[config.mk]
export PLATFORM = sky130hd
export DESIGN_NAME = imm_gen_pipe
export DESIGN_NICKNAME = d
export VERILOG_FILES = /design/src/rtl/imm_gen_pipe.sv
export SDC_FILE = /design/constraint.sdc
export NUM_CORES = 1
export LEC_CHECK = 0
export ABC_AREA = 1
export CAP_MARGIN = 15
export CORE_MARGIN = 2
export CORE_UTILIZATION = 50
export DETAILED_ROUTE_END_ITERATION = 10
export PLACE_DENSITY = 0.77
export SETUP_SLACK_MARGIN = 0.1
export SLEW_MARGIN = 25
export SYNTH_ARGS = -nofsm -noshare
export SYNTH_HDL_FRONTEND = slang
export SYNTH_SLANG_ARGS = --single-unit
[constraint.sdc]
create_clock -name clk -period 4.1 [get_ports clk]
set_input_delay 1.23 -clock clk [delete_from_list [all_inputs] [get_ports clk]]
set_output_delay 1.23 -clock clk [all_outputs]
set_load 0.05 [all_outputs]
[src/rtl/imm_gen_pipe.sv]
// Two-stage immediate generator. S1 decodes and sign-extends the immediate to
// XLEN; S2 forms the PC-relative target. Valid/ready handshake with flush.
module imm_gen_pipe #(
    parameter int XLEN  = 32,
    parameter int TAG_W = 5
) (
    input  logic             clk,
    input  logic             reset,
    input  logic             Flush,
    input  logic             InValid,
    output logic             InReady,
    input  logic [31:0]      Inst,
    input  logic [2:0]       ImmSrc,
    input  logic [XLEN-1:0]  InPC,
    input  logic [TAG_W-1:0] InTag,
    output logic             OutValid,
    input  logic             OutReady,
    output logic [XLEN-1:0]  ImmExt,
    output logic [XLEN-1:0]  Target,
    output logic [TAG_W-1:0] OutTag,
    output logic             Illegal
);

    typedef enum logic [2:0] {
        IMM_I = 3'b000,
        IMM_S = 3'b001,
        IMM_U = 3'b010,
        IMM_Z = 3'b011,
        IMM_B = 3'b101,
        IMM_J = 3'b110
    } imm_sel_e;

    logic [31:0]      imm32;
    logic             illegal_d;
    logic [XLEN-1:0]  imm_d;

    logic             s1_valid;
    logic             s1_illegal;
    logic [XLEN-1:0]  s1_imm;
    logic [XLEN-1:0]  s1_pc;
    logic [TAG_W-1:0] s1_tag;

    logic             s1_load;
    logic             s2_load;

    // The opcode field carries no immediate bits.
    logic             unused_opcode;
    assign unused_opcode = ^Inst[6:0];

    // NOTE: every variable written here gets a default first, so no latch is inferred.
    always_comb begin
        imm32     = '0;
        illegal_d = 1'b0;
        case (ImmSrc)
            IMM_I:   imm32 = {{20{Inst[31]}}, Inst[31:20]};
            IMM_S:   imm32 = {{20{Inst[31]}}, Inst[31:25], Inst[11:7]};
            IMM_B:   imm32 = {{19{Inst[31]}}, Inst[31], Inst[7], Inst[30:25], Inst[11:8], 1'b0};
            IMM_U:   imm32 = {Inst[31:12], 12'b0};
            IMM_J:   imm32 = {{11{Inst[31]}}, Inst[31], Inst[19:12], Inst[20], Inst[30:21], 1'b0};
            IMM_Z:   imm32 = {27'b0, Inst[19:15]};
            default: illegal_d = 1'b1;
        endcase
    end

    // Every 32-bit form already carries its correct top bit, so one signed
    // widening covers the sign- and zero-extended cases alike.
    assign imm_d = XLEN'($signed(imm32));

    assign s2_load = !OutValid || OutReady;
    assign s1_load = !s1_valid || s2_load;
    assign InReady = s1_load;

    // NOTE: sequential state uses non-blocking assignments only, so every
    // register samples the pre-edge values of its neighbours.
    always_ff @(posedge clk) begin
        if (reset) begin
            s1_valid   <= 1'b0;
            s1_illegal <= 1'b0;
            s1_imm     <= '0;
            s1_pc      <= '0;
            s1_tag     <= '0;
        end else begin
            if (Flush) begin
                s1_valid <= 1'b0;
            end else if (s1_load) begin
                s1_valid <= InValid;
            end
            if (s1_load) begin
                s1_illegal <= illegal_d;
                s1_imm     <= imm_d;
                s1_pc      <= InPC;
                s1_tag     <= InTag;
            end
        end
    end

    // NOTE: the data registers are reset as well as the valid bit because the
    // outputs must read zero after reset; flush only clears the valid bit.
    always_ff @(posedge clk) begin
        if (reset) begin
            OutValid <= 1'b0;
            Illegal  <= 1'b0;
            ImmExt   <= '0;
            Target   <= '0;
            OutTag   <= '0;
        end else begin
            if (Flush) begin
                OutValid <= 1'b0;
            end else if (s2_load) begin
                OutValid <= s1_valid;
            end
            if (s2_load) begin
                Illegal <= s1_illegal;
                ImmExt  <= s1_imm;
                Target  <= s1_pc + s1_imm;
                OutTag  <= s1_tag;
            end
        end
    end

endmodule

==> impl_metrics.ini <==
[drt]
post-route-drc-count = 0
wl_um = 21700
ant_nets = 0
drt_iter0_drc = 593
wl_per_cell_um = 14.3
first_pass_iters = 7
via_count = 7810
viasPerCell = 5.15

[synth]
synth_cells = 1194
synth.avg_cell_area_sq_um = 6.49
synthXorXnorAreaFrac_pct = 1.70
synth_area_sq_um = 7750
synth_top_cells_by_area = dfxtp_1, nand2_1, nor2_1, inv_1, o21ai_0
async_reset_ff_share_pct = 0
synth-seq-cells = 142
synthAdderAreaFrac_pct = 5.26
ys_types = 33
yosys-top-cells-count = nand2_1, nor2_1, inv_1
synth_top_family_by_area = simple AND/OR/NAND/NOR gates
synth_most_common_cell = nand2_1
yosysWarnings = 0
synthMuxAreaShare_pct = 0
synth_compound_area_share_pct = 14.9
yosysSeqAreaShare_pct = 36.7
ys.flop_type = dfxtp_1
synth_fp_nets = 1303
yosys.area_share.simple_pct = 30.3
yosysTopAreaCell = dfxtp_1
synth_top_cell_area_share_pct = 36.7
synth_edf_count = 0

[clock_tree]
cts_sinks = 142
cts_buffer_depth = 2
cts_buffers = 17
htreeDepth = 4
clkSlewWorstSetupHoldPaths_ps = 60
cts_setup_buffers = 0
cts_tree = done
root_buffer = clkbuf_16
cts_hold_buf = 0
cts_resized = 0
insertion_delay_ps = 430

[global_routing]
grt_usage_pct = 27.3
grt_overflow = 0
grt_pass1_vias = 7106
grt_pass1_wl_um = 35300
grt_max_degree = 90
antenna_found_initial = 0

[layout]
fin_area_sq_um = 9840
finalNonFillerCells = 1516
area_growth_pct = 27.0
antenna_cells = 0
drive_above_1_share_pct = 6.17
nets = 1424

[floorplanning]
rows = 45
die-area_sq_um = 16500
start_util_pct = 51.2
die_w_um = 128
io_pins = 149
core_sq_um = 15100
die_height_um = 128

[timing]
fin_skew_ps = 13.1
hold_viol = 0
setup_viol_count_final = 0
fin_setup_tns_ps = 0
fmax_ghz = 0.289
fin_hold_ws_ps = 478
rsz0062_at_grt = false
worst_slack_ps = 635
slew_violations = 0
slew_headroom_pct = 39.8
post-route-period-util_pct = 84.5
finalCriticalPeriod_ps = 3460
worst_pin_slew_ps = 902

[setup_path]
cp-start-kind = primary input
crit_path_cell_trace = clkdlybuf4s50_1 -> nor2_4 -> inv_2 -> nor2_4 -> inv_2 -> buf_4
critical_path_buf_inv_count = 4
cp_max_fo = 3
r2r_start = s1_imm[0]
rr_endpoint = Target[20]
rr_worst_depth = 12
reg2reg_slack_ps = 1870
cp.arrival_ps = 2230
cp.depth = 6
crit_required_ps = 2870
cp_slowest_cell = clkdlybuf4s50_1
critical_path_class = primary input to output pin
max_stage_delay_ps = 500
critPathTopFamily = buffers and inverters
worst_setup_path_end_kind = output pin

[hold_path]
min_path_cells = 2
hp-class = flop to flop
min_from = ImmExt[4]
hold_end = ImmExt[4]

[place]
dpl.hpwl_um = 15800
dp.cells = 1484
pre_cts_ws_ps = 638
place_congestion = 0.963
dpl_cell_area_sq_um = 9250
portBuffers = 141

[pwr]
ir_drop_uv = 291
pwr_density_cell_nw_per_um2 = 381
static-leakage-power_uw = 0.00513

[status]
status = complete, no violations

[flow_run]
maxCapViolCount = 0
-- tightest hold or removal path, stage by stage (launching register included) --
cell and delay, ps:
dfxtp_1 320, nor2_1 40, nor2_1 80
-- flip-flops by register name, summed over array words and instances (netlist names) --
signal      flops
ImmExt         32
Target         32
s1_imm         32
s1_pc          32
OutTag          5
s1_tag          5
Illegal         1
OutValid        1
s1_illegal      1
s1_valid        1
-- area by class of cell --
| cell class | count | area [sq um] |
|---|---|---|
| clock buffers | 18 | 439 |
| clock inverters | 14 | 153 |
| fillers | 1374 | 5310 |
| inverters | 172 | 646 |
| multi-input cells | 833 | 4040 |
| flip-flops and latches | 142 | 2840 |
| well taps | 188 | 235 |
| repair buffers | 149 | 1480 |
-- metal layers --
metal	wire length (um)	track usage [%]	up-vias
li1	-	-	3978
met1	10200	38.4	3561
met4	427	8.63	0
met2	9740	43.1	244
met5	0	0	-
met3	1340	4.41	27
-- power breakdown --
part	internal (uW)	total, uW	switching (uW)
Clock	874	1550	676
Sequential	1460	1520	60.0
Combinational	254	677	423
Total	2590	3750	1160
-- cells by family (layout without fill, tap and decap cells) --
kind of cell / Yosys count / after routing
XOR/XNOR: 15 / 15
adder cells (fa/ha/maj): 32 / 32
buffers and inverters: 219 / 353
flip-flops: 142 / 142
AND/OR/NAND/NOR: 587 / 587
AO/OA/AOI/OAI: 199 / 199
-- layout by cell type, fill, tap and decap left out, types with 12 or more instances in the layout --
cell / synthesis / final
nor2_1: 198 / 198
nand2_1: 303 / 303
a21oi_1: 45 / 45
dfxtp_1: 142 / 142
o21bai_1: 17 / 17
inv_1: 163 / 163
ha_1: 31 / 31
clkbuf_16: 0 / 17
o21ai_0: 109 / 109
nand3_1: 69 / 69
clkdlybuf4s50_1: 0 / 140
a21oi_2: 21 / 21
xor2_1: 12 / 12
-- how the worst max path moves through the flow --
stage              from      end
5_1_grt        OutReady  InReady
3_5_place_dp   OutReady  InReady
6_report       OutReady  InReady
3_3_place_gp   OutReady  InReady
2_1_floorplan  OutReady  InReady
4_1_cts        OutReady  InReady
-- stage by stage --
step | power (uW) | util [%]
after floorplan | 1970 | -
after global placement | 2210 | 61.0
after detailed placement | 2220 | 61.0
after CTS | 3760 | 65.0
after global routing | 3890 | 65.0
final | 3750 | 65.0
(Power assumes the default switching activity.)
